`config.mk`:
```
export PLATFORM = sky130hd
export DESIGN_NAME = shift_seq
export DESIGN_NICKNAME = d
export VERILOG_FILES = /design/src/rtl/shift_seq.sv
export SDC_FILE = /design/constraint.sdc
export NUM_CORES = 1
export LEC_CHECK = 0
export CAP_MARGIN = 20
export CORE_MARGIN = 2
export CORE_UTILIZATION = 33
export CTS_BUF_LIST = sky130_fd_sc_hd__clkbuf_8
export CTS_CLUSTER_SIZE = 40
export DETAILED_ROUTE_END_ITERATION = 7
export PLACE_DENSITY = 0.66
export SETUP_SLACK_MARGIN = 0.4
export SLEW_MARGIN = 15
export SYNTH_ARGS = -nofsm -noshare
export SYNTH_HDL_FRONTEND = slang
export SYNTH_SLANG_ARGS = --single-unit
```
`constraint.sdc`:
```
create_clock -name clk -period 2.5 [get_ports clk]
set_input_delay 0.625 -clock clk [delete_from_list [all_inputs] [get_ports clk]]
set_output_delay 0.625 -clock clk [all_outputs]
set_load 0.005 [all_outputs]
```
`src/rtl/shift_seq.sv`:
```
// Multi-cycle rotate/shift sequencer: steps a working register one bit per clock
// for ROR, ROL, SHR, SHL and SHRA, then presents the result with a one-cycle done pulse.
module shift_seq #(
  parameter int WIDTH   = 32,
  parameter int SHAMT_W = 5
) (
  input  logic             clk,
  input  logic             reset,
  input  logic             start,
  input  logic [2:0]       op,
  input  logic [WIDTH-1:0] amount,
  input  logic [WIDTH-1:0] operand,
  output logic             busy,
  output logic             done,
  output logic [WIDTH-1:0] result
);

  typedef enum logic [2:0] {
    OP_ROR  = 3'b000,
    OP_ROL  = 3'b001,
    OP_SHR  = 3'b010,
    OP_SHL  = 3'b011,
    OP_SHRA = 3'b100
  } op_t;

  typedef enum logic [1:0] {
    IDLE,
    SHIFT,
    DONE
  } state_t;

  state_t             state;
  op_t                op_q;
  logic [WIDTH-1:0]   work;
  logic [WIDTH-1:0]   work_step;
  logic [SHAMT_W-1:0] count;
  logic [SHAMT_W-1:0] start_n;
  logic               op_legal;
  logic               accept;

  // Only the low SHAMT_W bits of amount matter; the rest wrap away.
  logic unused_amount_hi;
  assign unused_amount_hi = ^amount[WIDTH-1:SHAMT_W];

  // One 1-bit step of the latched operation applied to the working register.
  always_comb begin
    // NOTE: a default before the case keeps this block purely combinational (no latch).
    work_step = work;
    case (op_q)
      OP_ROR:  work_step = {work[0], work[WIDTH-1:1]};
      OP_ROL:  work_step = {work[WIDTH-2:0], work[WIDTH-1]};
      OP_SHR:  work_step = {1'b0, work[WIDTH-1:1]};
      OP_SHL:  work_step = {work[WIDTH-2:0], 1'b0};
      OP_SHRA: work_step = {work[WIDTH-1], work[WIDTH-1:1]};
      default: work_step = work;
    endcase
  end

  // Illegal opcodes degenerate to a zero-length operation that returns the operand.
  always_comb begin
    op_legal = 1'b0;
    case (op)
      OP_ROR, OP_ROL, OP_SHR, OP_SHL, OP_SHRA: op_legal = 1'b1;
      default:                                 op_legal = 1'b0;
    endcase
    start_n = op_legal ? amount[SHAMT_W-1:0] : '0;
    accept  = start && (state != SHIFT);
  end

  always_ff @(posedge clk) begin
    if (reset) begin
      // NOTE: non-blocking assignments everywhere here so every register sees pre-edge values.
      state  <= IDLE;
      busy   <= 1'b0;
      done   <= 1'b0;
      result <= '0;
      count  <= '0;
      work   <= '0;
      op_q   <= OP_ROR;
    end else begin
      done <= 1'b0;
      case (state)
        SHIFT: begin
          work  <= work_step;
          count <= count - SHAMT_W'(1);
          if (count == SHAMT_W'(1)) begin
            state  <= DONE;
            busy   <= 1'b0;
            done   <= 1'b1;
            result <= work_step;
          end
        end
        default: begin
          // IDLE and DONE both accept a new request, so DONE can chain back-to-back.
          if (accept) begin
            op_q  <= op_t'(op);
            work  <= operand;
            count <= start_n;
            if (start_n == '0) begin
              state  <= DONE;
              busy   <= 1'b0;
              done   <= 1'b1;
              result <= operand;
            end else begin
              state <= SHIFT;
              busy  <= 1'b1;
            end
          end else begin
            state <= IDLE;
            busy  <= 1'b0;
          end
        end
      endcase
    end
  end

endmodule

```
==> impl_metrics.ini, run 1 <==
[detailed_routing]
drtAntennaViolNets = 0
drt_iter0_drc = 213
drc_errors = 0
vias_per_cell = 5.442
detail_route.wl_per_cell_um = 16.53
first_pass_iters = 4
wirelength_um = 11490
vias = 3782

[timing]
timing.fmax_mhz = 492.9
finalHoldViolCount = 0
rsz0062_at_grt = no
worst_pin_slew_ns = 0.7074
finalSetupViolCount = 0
post-route-period-util_pct = 81.14
skew_ns = 0.01180
maxSlewViolCount = 0
period_minus_slack_ns = 2.029
slew_headroom_pct = 52.73

[logic_synthesis]
synth_compound_area_share_pct = 32.33
synth_top_flop_cell = dfxtp_1
synth_seq_area_share_pct = 36.66
ys_top_cells_by_count = dfxtp_1 (75), nand2_1 (71), a21oi_1 (68)
synth_mux_area_share_pct = 12.86
async_flop_share_pct = 0
synth-simple-area-share_pct = 10.33
netlist.area_leader.share_pct = 36.66
synth-xor-area-share_pct = 0
synth_fp_nets = 536
synth_seq_cells = 75
syn_avg_cell_area_um2 = 8.826
yosysMostFrequentCell = dfxtp_1
synth-adder-area-share_pct = 0.6111
synth_edf_count = 0
syn-cell-area_um2 = 4095
synth.largest_area_cell = dfxtp_1
synth.distinct_cells = 43
syn-instance-count = 464
synth_warnings = 0
synth_top_family_by_area = compound AO/OA/AOI/OAI gates
synthTopCellsByArea = dfxtp_1 (37%), a21oi_1 (8.3%), mux2_2 (8.0%)

[die]
initial_core_util_pct = 33.95
dieHeight_um = 115.4
core_area_um2 = 12060
io_pins = 104
rows = 40
die_x_um = 115.4
dieArea_um2 = 13320

[global_routing]
grt_antenna_before_repair = 0
grt_first_pass_wirelength_um = 18590
grtUsageTotal_pct = 17.51
grt_overflow_total = 0
grt_max_degree = 71
grt_pass1_vias = 3657

[cts]
clock_latency_ns = 0.36
clkTransAtPathRegs_ns = 0.09
cts_tree = done
cts_root_buf = clkbuf_8
ctsHoldBuffers = 0
clockBufferDepth = 2
h-tree-depth = 3
clkSinkCount = 75
cts_buffers = 9

[power]
power_mw = 3.301
pwr_density_cell_nw_per_um2 = 625.3
ir_drop_v = 0.0002229
leakagePower_nw = 1.914

[worst_setup_path]
start_kind = input port
arrival_ns = 2.30
crit_top_cell = buf_12
crit_path_end_kind = flip-flop
slowest_delay_ns = 0.56
path_class = in2reg
cp.required_ns = 2.77
crit_slowest_cell = or4_4
cp_max_fo = 8
path_cells = clkdlybuf4s15_1 > or4_4 > o211ai_4 > buf_12 > buf_12 > buf_16 > a21oi_1 > a311oi_1

[placed_design]
dp.cells = 675
io_buffers = 76
gp_congestion = 0.7683
placed_area_um2 = 4951
hpwl_um = 7259

[finish]
n_antenna_cell = 0
fin_nets = 594
fin_area_um2 = 5279
final_cells = 695
area_growth_pct = 28.90
drive_gt1_share_pct = 16.70

[status]
status = complete, no violations

[job]
max_cap_viol_count = 0

[min_path]
hold_class = reg2reg
[logic make-up (layout without fill, tap and decap cells)]
group / after synthesis / count (layout)
muxes: 49 / 49
AOI/OAI and AO/OA: 184 / 184
adders and majority gates: 2 / 2
DFF: 75 / 75
and+or+nand+nor: 99 / 99
buffers and inverters: 55 / 118
[final cells by class]
class	instances	area, µm²
clock buffer	9	123.9
clock inverter	7	92.59
fill	1212	6783
inverter	8	30.03
multi-input combinational	334	2317
sequential	75	1501
tap	168	210.2
timing repair buffer	94	1003
[where the power goes]
group	internal [mW]	leakage, nW	switching, mW
clock network	0.560	0.113	0.476
registers	1.31	0.618	0.103
logic	0.454	1.18	0.398
total	2.32	1.91	0.978
[routing by layer]
layer	vias up	routed length, µm	share of wire, %	global-route usage, %
li1	1870	-	-	-
met2	82	5495	48	29.08
met5	-	0	0	0
met4	0	156	1.4	6.104
met1	1816	5339	46	22.77
met3	14	495	4.3	3.268
[timing repair]
item / in CTS / in global routing
cloned: 2 / 0
setup endpoints to repair: 32 / 34
pin swaps: 8 / 8
resized for setup: 6 / 4
setup buffers: 2 / 0
[path summary, 6_finish.rpt]
| check | end | slack (ns) | from | cells past startpoint |
|---|---|---|---|---|
| hold reg to reg | result[0]$_SDFFE_PP0P_ | 0.48 | result[0]$_SDFFE_PP0P_ | 2 |
| setup reg to reg | result[6]$_SDFFE_PP0P_ | 0.58 | count[1]$_SDFFE_PP0N_ | 7 |
| setup / recovery | result[12]$_SDFFE_PP0P_ | 0.47 | amount[3] | 8 |
| hold / removal | result[0]$_SDFFE_PP0P_ | 0.48 | result[0]$_SDFFE_PP0P_ | 2 |
[state kept, by name, summed over array words and instances (netlist names)]
signal	count
result	32
op_q	3
state	1
done	1
busy	1
count	5
work	32
[metrics by stage]
stage | setup slack (ns) | hold slack (ns) | utilization [%] | TNS, ns
global placement | -0.01205 | 0.4738 | 41.05 | -0.07951
CTS | 0.4091 | 0.4910 | 43.66 | 0
floorplan | 0.4686 | 0.4626 | - | 0
finish | 0.4714 | 0.4810 | 43.77 | 0
detailed placement | -0.05347 | 0.4771 | 41.05 | -0.8712
global route | 0.4134 | 0.5198 | 43.77 | 0
[layout by cell type, fill, tap and decap left out, types with 3 or more instances in the layout]
| cell type | count |
|---|---|
| a211oi_1 | 4 |
| a21oi_1 | 67 |
| a2bb2oi_1 | 20 |
| a311oi_1 | 26 |
| a311oi_2 | 5 |
| and2_1 | 3 |
| buf_12 | 6 |
| buf_4 | 10 |
| clkbuf_8 | 9 |
| clkdlybuf4s50_1 | 70 |
| clkinv_2 | 3 |
| dfxtp_1 | 75 |
| inv_1 | 8 |
| mux2_2 | 28 |
| mux2i_1 | 20 |
| nand2_1 | 71 |
| nand3_1 | 4 |
| nor2_1 | 9 |
| nor3_1 | 3 |
| o211ai_1 | 21 |
| o21ai_0 | 14 |
| o221a_2 | 9 |
| o22ai_1 | 3 |
[worst max-delay path, delay by kind of cell]
kind / cells / cell delay, ns
AO/OA/AOI/OAI: 3 / 0.56
buffers and inverters: 4 / 0.55
AND/OR/NAND/NOR: 1 / 0.56
Note: power is estimated with default switching activity, not from simulation.
==> run 2, diff against run 1 <==
Clock period 2.5 ns to 2 ns, I/O delays scaled along.
==> run 2 against run 1 <==
Compared with the run above:
- clock power rose by 45%
- critical path depth did not move
- register-to-register slack got worse by 0.31 ns
- hold slack got worse by 0.073 ns
- clock skew rose by 0.0034 ns
==> impl_metrics.ini, run 2 (synthesis gave the netlist of run 1 again) <==
[timing]
worst_pin_slew_ns = 0.3997
finalSetupViolCount = 0
tns_ns = 0
period_minus_slack_ns = 1.762
finalHoldViolCount = 0
post-route-period-util_pct = 88.08
maxSlewViolCount = 0
slew_headroom_pct = 73.26
skew_ns = 0.01518
holdWs_ns = 0.4080
timing.fmax_mhz = 567.6
rsz0062_at_grt = yes

[placed_design]
dp.cells = 689
gp_congestion = 0.8242
io_buffers = 76
hpwl_um = 7586

[worst_setup_path]
crit_path_end_kind = flip-flop
path_class = in2reg
crit_slowest_cell = or4_4
slowest_delay_ns = 0.54
cp.required_ns = 2.26
crit_top_cell = buf_12
cp_max_fo = 8
arrival_ns = 2.03
start_kind = input port
path_cells = buf_6 > or4_4 > o211ai_4 > buf_12 > buf_12 > buf_16 > a21oi_2 > a311oi_1

[detailed_routing]
first_pass_iters = 4
vias = 4041
drt_iter0_drc = 272
drc_errors = 0
detail_route.wl_per_cell_um = 17.77
wirelength_um = 13050
drtAntennaViolNets = 0
vias_per_cell = 5.505

[finish]
final_util_pct = 49.78
n_antenna_cell = 0
final_cells = 734
fin_nets = 633
final_common_cell = nand2_1
drive_gt1_share_pct = 35.16
register_area_um2 = 1543
area_growth_pct = 46.62
fillers = 1105
mostFrequentLayoutCells = nand2_1 (71), a21oi_1 (53), dfxtp_1 (44), buf_4 (35)
multi_input_area_um2 = 2517
reg_top3 = result: 32 flops, work: 32 flops, count: 5 flops

[cts]
cts_buffers = 9
clockBufferDepth = 2
clkSinkCount = 75
cts_root_buf = clkbuf_8
clock_latency_ns = 0.36
clkTransAtPathRegs_ns = 0.08
cts_tree = done
h-tree-depth = 3

[power]
leakagePower_nw = 2.388
pwr_density_cell_nw_per_um2 = 766.4
ir_drop_v = 0.0003989

[die]
io_pins = 104
dieArea_um2 = 13320
initial_core_util_pct = 33.95
core_area_um2 = 12060
die_x_um = 115.4
dieHeight_um = 115.4
rows = 40

[global_routing]
grt_antenna_before_repair = 0
grt_first_pass_wirelength_um = 20130
grt_overflow_total = 0
grt_pass1_vias = 4040
grtUsageTotal_pct = 19.17
grt_max_degree = 41

[min_path]
hold_class = in2reg

[status]
status = complete, no violations

[job]
max_cap_viol_count = 0
## run 2: cell count changes in the layout (fill, tap and decap cells not counted), moves of 5 or more
cell             change
a21oi_2             +13
a311oi_1            -12
dfxtp_2             +30
dlygate4sd2_1       +32
buf_4               +25
buf_12               +5
a311oi_2            +12
clkdlybuf4s50_1     -36
dfxtp_1             -31
a21oi_1             -14
## run 2: worst paths after layout
check | startpoint | endpoint | slack (ns) | cells past startpoint
max | amount[4] | result[22]$_SDFFE_PP0P_ | 0.24 | 8
min | amount[4] | count[4]$_SDFFE_PP0N_ | 0.41 | 3
max reg2reg | count[1]$_SDFFE_PP0N_ | result[5]$_SDFFE_PP0P_ | 0.27 | 8
min reg2reg | result[14]$_SDFFE_PP0P_ | result[14]$_SDFFE_PP0P_ | 0.49 | 2
## run 2: what timing repair did
item	4_1_cts	5_1_grt
gates cloned	5	3
hold buffers	0	0
gates resized for setup	118	20
pin swaps	31	11
setup endpoints to repair	70	54
setup buffers	15	6
## run 2: critical path, delay by kind of cell
kind	cells	cell delay, ns
and+or+nand+nor	1	0.54
buffers and inverters	4	0.50
AOI/OAI and AO/OA	3	0.48
## run 2: power breakdown
| part | switching (mW) | leakage (nW) | internal [mW] |
|---|---|---|---|
| registers | 0.128 | 0.630 | 1.65 |
| clock network | 0.605 | 0.130 | 0.904 |
| logic | 0.616 | 1.63 | 0.702 |
| total | 1.35 | 2.39 | 3.25 |
## run 2: through the flow
step	cell area [µm²]	total power, mW	setup slack (ns)
floorplan	4101	2.419	0.09357
global placement	5104	2.809	-0.3732
detailed placement	5104	2.840	-0.4246
CTS	5804	4.528	0.2462
global route	6005	4.808	0.1949
finish	6005	4.602	0.2383
## run 2: routing by layer
layer	GRT usage, %	vias up	wire length, µm	share of wire, %
li1	-	1950	-	-
met1	23.20	1939	5568	43
met2	32.79	129	6413	49
met3	3.690	23	769	5.9
met4	8.835	0	295	2.3
met5	0	-	0	0
## run 2: cell type report
cell class	count	share of cell area, %
inverters	8	0.5001
clock buffers	11	2.521
clock inverters	5	1.792
well taps	168	3.501
flip-flops and latches	75	25.69
repair buffers	133	24.07
multi-input cells	334	41.93
